==> src/rtl/weight_dot_pkg.sv <==
// Shared widths, FSM state type and packed-vector element helpers for the weight dot-product engine.
// Optional build macro WEIGHT_DOT_RELU_EN is consumed by weight_dot_engine.
package weight_dot_pkg;

   localparam int N_IN     = 28;
   localparam int N_OUT    = 28;
   localparam int W_BITS   = 19;
   localparam int X_BITS   = 19;
   localparam int SEL_BIT  = 5;
   localparam int ACC_BITS = 43;
   localparam int K_BITS   = $clog2(N_IN);
   localparam int P_BITS   = W_BITS + X_BITS;

   typedef enum logic [1:0] {IDLE, MAC, OUT, FIN} state_t;

   function automatic logic signed [X_BITS-1:0] get_feat(input logic [N_IN*X_BITS-1:0] v,
                                                        input logic [K_BITS-1:0]      k);
      return v[k*X_BITS +: X_BITS];
   endfunction

   function automatic logic signed [W_BITS-1:0] get_weight(input logic [N_IN*W_BITS-1:0] v,
                                                          input logic [K_BITS-1:0]      k);
      return v[k*W_BITS +: W_BITS];
   endfunction

endpackage

==> src/rtl/weight_dot_if.sv <==
// Bus between the engine, the weight-row mux and the downstream activation stage.
// master = surrounding environment, slave = weight_dot_engine.
interface weight_dot_if;
   import weight_dot_pkg::*;

   logic                        Start;
   logic [N_IN*X_BITS-1:0]      Feature;
   logic [N_IN*W_BITS-1:0]      WeightRow;
   logic [SEL_BIT-1:0]          Select;
   logic                        Busy;
   logic                        ResultValid;
   logic                        ResultReady;
   logic signed [ACC_BITS-1:0]  Result;
   logic [SEL_BIT-1:0]          ResultIdx;
   logic                        Done;

   modport master (output Start, Feature, WeightRow, ResultReady,
                   input  Select, Busy, ResultValid, Result, ResultIdx, Done);

   modport slave  (input  Start, Feature, WeightRow, ResultReady,
                   output Select, Busy, ResultValid, Result, ResultIdx, Done);

endinterface

==> src/rtl/weight_dot_mac.sv <==
// Serial signed multiply-accumulate: full-precision product added into a wide accumulator.
// acc_next is exposed so the final element of a row can be captured without an extra cycle.
module weight_dot_mac
   import weight_dot_pkg::*;
(
   input  logic                       Clk,
   input  logic                       Rst_n,
   input  logic                       clr,
   input  logic                       en,
   input  logic signed [X_BITS-1:0]   x,
   input  logic signed [W_BITS-1:0]   w,
   output logic signed [ACC_BITS-1:0] acc_next
);

   logic signed [P_BITS-1:0]   prod;
   logic signed [ACC_BITS-1:0] acc;

   assign prod     = x * w;
   assign acc_next = acc + ACC_BITS'(prod);

   always_ff @(posedge Clk or negedge Rst_n) begin
      if (!Rst_n) begin
         acc <= '0;
      end else if (clr) begin
         acc <= '0;
      end else if (en) begin
         acc <= acc_next;
      end
   end

endmodule

==> src/rtl/weight_dot_engine.sv <==
// Row-sequencing dot-product engine: selects weight rows, MACs them against a latched feature
// vector and emits one result per row with valid/ready. Define WEIGHT_DOT_RELU_EN to clamp negatives.
module weight_dot_engine
   import weight_dot_pkg::*;
(
   input logic         Clk,
   input logic         Rst_n,
   weight_dot_if.slave bus
);

   state_t                     state_q, state_d;
   logic [SEL_BIT-1:0]         sel_q;
   logic [K_BITS-1:0]          k_q;
   logic [N_IN*X_BITS-1:0]     feat_q;
   logic                       busy_q, rv_q, done_q;
   logic signed [ACC_BITS-1:0] result_q;
   logic [SEL_BIT-1:0]         idx_q;
   logic                       mac_clr, mac_en, last_k, last_row;
   logic signed [ACC_BITS-1:0] acc_next;

   function automatic logic signed [ACC_BITS-1:0] load_result(input logic signed [ACC_BITS-1:0] v);
`ifdef WEIGHT_DOT_RELU_EN
      return v[ACC_BITS-1] ? '0 : v;
`else
      return v;
`endif
   endfunction

   assign last_k   = (k_q == K_BITS'(N_IN - 1));
   assign last_row = (sel_q == SEL_BIT'(N_OUT - 1));

   weight_dot_mac u_mac (
      .Clk      (Clk),
      .Rst_n    (Rst_n),
      .clr      (mac_clr),
      .en       (mac_en),
      .x        (get_feat(feat_q, k_q)),
      .w        (get_weight(bus.WeightRow, k_q)),
      .acc_next (acc_next)
   );

   always_comb begin
      state_d = state_q;
      mac_clr = 1'b0;
      mac_en  = 1'b0;
      case (state_q)
         IDLE: if (bus.Start) begin
            state_d = MAC;
            mac_clr = 1'b1;
         end
         MAC: begin
            mac_en = 1'b1;
            if (last_k) state_d = OUT;
         end
         OUT: if (bus.ResultReady) begin
            mac_clr = 1'b1;
            state_d = last_row ? FIN : MAC;
         end
         FIN:     state_d = IDLE;
         default: state_d = IDLE;
      endcase
   end

   always_ff @(posedge Clk or negedge Rst_n) begin
      if (!Rst_n) begin
         state_q  <= IDLE;
         sel_q    <= '0;
         k_q      <= '0;
         feat_q   <= '0;
         busy_q   <= 1'b0;
         rv_q     <= 1'b0;
         result_q <= '0;
         idx_q    <= '0;
         done_q   <= 1'b0;
      end else begin
         state_q <= state_d;
         done_q  <= (state_q == FIN);
         case (state_q)
            IDLE: if (bus.Start) begin
               feat_q <= bus.Feature;
               sel_q  <= '0;
               k_q    <= '0;
               busy_q <= 1'b1;
            end
            MAC: begin
               if (last_k) begin
                  result_q <= load_result(acc_next);
                  idx_q    <= sel_q;
                  rv_q     <= 1'b1;
               end else begin
                  k_q <= k_q + 1'b1;
               end
            end
            OUT: if (bus.ResultReady) begin
               rv_q <= 1'b0;
               k_q  <= '0;
               if (!last_row) sel_q <= sel_q + 1'b1;
            end
            FIN: begin
               busy_q <= 1'b0;
               sel_q  <= '0;
            end
            default: ;
         endcase
      end
   end

   assign bus.Select      = sel_q;
   assign bus.Busy        = busy_q;
   assign bus.ResultValid = rv_q;
   assign bus.Result      = result_q;
   assign bus.ResultIdx   = idx_q;
   assign bus.Done        = done_q;

endmodule
==> src/flat_wrapper.sv <==
// flat-port wrapper written by rule: the top's interface ports become plain ports
module weight_dot_engine_flat import weight_dot_pkg::*;
  (Clk, Rst_n, bus_Start, bus_Feature, bus_WeightRow, bus_ResultReady, bus_Select, bus_Busy, bus_ResultValid, bus_Result, bus_ResultIdx, bus_Done);
  weight_dot_if bus_i ();
  input logic Clk;
  input logic Rst_n;
  input wire logic [$bits(bus_i.Start)-1:0] bus_Start;
  input wire logic [$bits(bus_i.Feature)-1:0] bus_Feature;
  input wire logic [$bits(bus_i.WeightRow)-1:0] bus_WeightRow;
  input wire logic [$bits(bus_i.ResultReady)-1:0] bus_ResultReady;
  output wire logic [$bits(bus_i.Select)-1:0] bus_Select;
  output wire logic [$bits(bus_i.Busy)-1:0] bus_Busy;
  output wire logic [$bits(bus_i.ResultValid)-1:0] bus_ResultValid;
  output wire logic [$bits(bus_i.Result)-1:0] bus_Result;
  output wire logic [$bits(bus_i.ResultIdx)-1:0] bus_ResultIdx;
  output wire logic [$bits(bus_i.Done)-1:0] bus_Done;
  assign bus_i.Start = bus_Start;
  assign bus_i.Feature = bus_Feature;
  assign bus_i.WeightRow = bus_WeightRow;
  assign bus_i.ResultReady = bus_ResultReady;
  assign bus_Select = bus_i.Select;
  assign bus_Busy = bus_i.Busy;
  assign bus_ResultValid = bus_i.ResultValid;
  assign bus_Result = bus_i.Result;
  assign bus_ResultIdx = bus_i.ResultIdx;
  assign bus_Done = bus_i.Done;
  weight_dot_engine u_core (.Clk(Clk), .Rst_n(Rst_n), .bus(bus_i));
endmodule
==> config.mk <==
export PLATFORM = sky130hd
export DESIGN_NAME = weight_dot_engine_flat
export DESIGN_NICKNAME = d
export VERILOG_FILES = /design/src/rtl/weight_dot_pkg.sv /design/src/rtl/weight_dot_if.sv /design/src/rtl/weight_dot_mac.sv /design/src/rtl/weight_dot_engine.sv /design/src/flat_wrapper.sv
export SDC_FILE = /design/constraint.sdc
export NUM_CORES = 2
export LEC_CHECK = 0
export ABC_AREA = 1
export CAP_MARGIN = 20
export CORE_AREA = 2 2 437 439
export DETAILED_ROUTE_END_ITERATION = 8
export DIE_AREA = 0 0 439 441
export GPL_TIMING_DRIVEN = 0
export PLACE_DENSITY = 0.49
export RECOVER_POWER = 25
export REMOVE_ABC_BUFFERS = 1
export SKIP_LAST_GASP = 1
export SYNTH_ARGS = -nofsm -noshare
export SYNTH_HDL_FRONTEND = slang
export SYNTH_SLANG_ARGS = --single-unit
==> constraint.sdc <==
create_clock -name Clk -period 9 [get_ports Clk]
set_input_delay 1.8 -clock Clk [delete_from_list [all_inputs] [get_ports Clk]]
set_output_delay 1.8 -clock Clk [all_outputs]
set_load 0.05 [all_outputs]
==> impl_metrics.json <==
{
  "syn_inst": 5570,
  "endpoint_kind": "register",
  "cp.arrival_ns": 9.39,
  "fillCellCount": 19465,
  "setup_viol": 0,
  "cp.depth": 30,
  "ys_types": 49,
  "slew_viol_final": 238,
  "fin_area_sq_um": 69100,
  "num_vias": 45409,
  "cts_hold_buffers": 0,
  "tightest_slew_ns": 5.07,
  "worst_path_most_repeated_cell": "inv_1",
  "hold_viol_final": 0,
  "wl_per_cell_microns": 26.6,
  "yosys_warnings": 0,
  "reg2regPathDepth": 33,
  "synthesis.area_sq_um": 50100,
  "dieArea_sq_um": 194000,
  "worstSkewPairLatency_ns": 0.75,
  "clk_path_buf_depth": 3,
  "rows": 160,
  "min_path_type": "register to register",
  "worstPathBufferInverterCount": 9,
  "dp_hpwl_microns": 172000,
  "first_global_vias": 47211,
  "nNetsFinal": 8230,
  "synth-edff-count": 0,
  "dpl_cell_area_sq_um": 63800,
  "cts.sinks": 638,
  "rsz0062_at_grt": "true",
  "cap_violations": 3,
  "period_minus_slack_ns": 8.82,
  "grt_max_degree": 111,
  "synth.avg_cell_area_sq_um": 9.00,
  "required_ns": 9.57,
  "portBuffers": 1123,
  "dr.pass1.iters": 6,
  "path_delay_family": "adder cells",
  "max_freq_mhz": 113,
  "core_sq_um": 189000,
  "die_w_microns": 439,
  "drive_above_1_share_pct": 15.2,
  "cpPeakStageDelay_ns": 0.61,
  "die_y_microns": 441,
  "synth-seq-cells": 638,
  "crit_fanout": 6,
  "drtAntennaViolNets": 0,
  "violations": "capacitance limit, slew limit",
  "antenna_found_initial": 81,
  "relSlewSlack_pct": -238,
  "overflow": 0,
  "gp_congestion": 0.908,
  "period_share_pct": 98.0,
  "io_pins": 1124,
  "slowest_stage": "fa_2",
  "drt_iter0_drc": 3226,
  "grt_pass1_wl_microns": 340000,
  "async_reset_ff_share_pct": 100,
  "cts_root_buffer": "clkbuf_16",
  "post_drt_via_cell_ratio": 4.94,
  "criticalPathCategory": "input port to register",
  "synth_ff_type": "dfrtp_1",
  "grtUsageTotal_pct": 24.4,
  "finClkSkew_ns": 0.0781,
  "timing.critical_path.from_type": "input port",
  "cts_tree": "done",
  "routed_wl_microns": 245000,
  "cts.htree.levels": 3,
  "worstHoldPathCells": 2,
  "numCtsBuffers": 82,
  "clk_pin_slew_ns": 0.06,
  "status": "complete, but fails checks",
  "seq_area_frac_synth_pct": 31.8,
  "drcViolationCount": 0,
  "area_growth_pct": 37.8,
  "initial_core_util_pct": 26.5
}
## registers in the layout, indices dropped and copies added (netlist names)
| signal | count |
|---|---|
| u_core.bus.ResultValid | 1 |
| u_core.bus.Busy | 1 |
| u_core.bus.Done | 1 |
| u_core.state_q | 2 |
| u_core.u_mac.acc | 43 |
| u_core.bus.Result | 43 |
| u_core.bus.ResultIdx | 5 |
| u_core.bus.Select | 5 |
| u_core.k_q | 5 |
| u_core.feat_q | 532 |
## kinds of logic after synthesis
logic type / Yosys count / synth area share [%]
simple gates: 1791 / 14.5
fa+ha+maj: 580 / 21.1
compound gates: 970 / 11.2
flops: 638 / 31.8
buf+inv: 1053 / 9.37
xor+xnor: 19 / 0.332
mux: 519 / 11.7
## area by class of cell
type                            instances  area (sq um)  area share [%]
Inverter                              717          2880            4.17
Timing Repair inverter                  6          72.6           0.105
Clock buffer                          116          2370            3.43
Sequential cell                       638         16000            23.1
Tap cell                             2511          3140            4.55
Antenna cell                           45           113           0.163
Multi-Input combinational cell       3879         30400            44.0
Timing Repair Buffer                 1258         13700            19.9
Clock inverter                         31           405           0.587
## per-layer routing
metal / global-route usage (%) / wire [microns] / vias up
met2: 41.5 / 120000 / 1561
met5: 0 / 213 / -
li1: - / - / 20337
met4: 9.15 / 7960 / 34
met1: 30.0 / 99600 / 23152
met3: 5.61 / 17500 / 325
## synth_stat cells (all sizes together), types with 10 or more instances
cell | count | share of area, %
clkbuf | 106 | 0.80
nand4 | 47 | 0.61
ha | 137 | 3.4
xor2 | 11 | 0.19
o211ai | 31 | 0.46
o22ai | 136 | 1.7
o21ai | 595 | 5.9
buf | 230 | 3.2
dfrtp | 638 | 32
a21oi | 65 | 0.65
nand3b | 10 | 0.15
inv | 715 | 5.4
mux2 | 519 | 12
nor2 | 802 | 6.0
fa | 443 | 18
nand3 | 190 | 1.9
nor3 | 13 | 0.13
o221ai | 114 | 2.0
nand2 | 720 | 5.5
## worst paths after layout
check,from,to,slack [ns]
setup / recovery,bus_WeightRow[251],u_core.u_mac.acc[38]$_DFFE_PN0P_,0.18
hold / removal,u_core.bus.Result[15]$_DFFE_PN0P_,u_core.bus.Result[15]$_DFFE_PN0P_,0.48
setup reg to reg,u_core.k_q[1]$_DFFE_PN0P_,u_core.u_mac.acc[38]$_DFFE_PN0P_,0.20
hold reg to reg,u_core.bus.Result[15]$_DFFE_PN0P_,u_core.bus.Result[15]$_DFFE_PN0P_,0.48
max in group asynchronous,Rst_n,u_core.feat_q[66]$_DFFE_PN0P_,1.34
min in group asynchronous,Rst_n,u_core.bus.Result[34]$_DFFE_PN0P_,1.71
## repair_timing
| action | in CTS | in global routing |
|---|---|---|
| setup endpoints to repair | 76 | 56 |
| buffers inserted | 32 | 29 |
| pin swaps | 15 | 41 |
| cloned | 26 | 8 |
| resized for setup | 145 | 151 |
| endpoints found under the hold margin | 0 | 0 |
## stage by stage
stage / setup slack, ns / utilization, % / setup TNS [ns] / cells / hold slack [ns]
4_1_cts: -0.00293 / 36.0 / -0.00293 / 9118 / 0.485
3_5_place_dp: -2.65 / 33.7 / -132.04 / 8913 / 0.470
6_report: 0.177 / 36.5 / 0 / 9201 / 0.480
3_3_place_gp: -31.43 / 33.0 / - / 8868 / 0.467
5_1_grt: -0.0177 / 36.5 / -0.0348 / 9192 / 0.505
2_1_floorplan: -10.42 / - / -3817.14 / 5234 / 0.455
## worst register-to-register path: cells and delay by family, from the launching register on
family	cells	cell delay, ns
AO/OA/AOI/OAI	7	1.70
AND/OR/NAND/NOR	6	0.99
flip-flops	1	0.58
adder cells (fa/ha/maj)	8	3.86
buffers and inverters	12	1.52
## layout by cell type (no fill, tap or decap), drive strengths merged, types with 8 or more instances in the layout
cell | netlist | routed
clkdlybuf4s50 | 0 | 1115
nor2 | 802 | 802
nand2 | 720 | 720
inv | 715 | 715
dfrtp | 638 | 638
o21ai | 595 | 595
mux2 | 519 | 519
fa | 443 | 443
nand3 | 190 | 190
ha | 137 | 137
o22ai | 136 | 136
clkbuf | 106 | 126
o221ai | 114 | 114
buf | 230 | 112
a21oi | 65 | 65
nand4 | 47 | 47
diode | 0 | 45
o211ai | 31 | 31
clkinv | 2 | 24
bufbuf | 0 | 14
nor3 | 13 | 13
xor2 | 11 | 11
clkinvlp | 0 | 10
nand3b | 10 | 10
a31oi | 8 | 8
xnor2 | 8 | 8
Power is left out: the tool's default activity adds up to more than one toggle a clock period on the data nets, which glitch-free logic cannot reach.
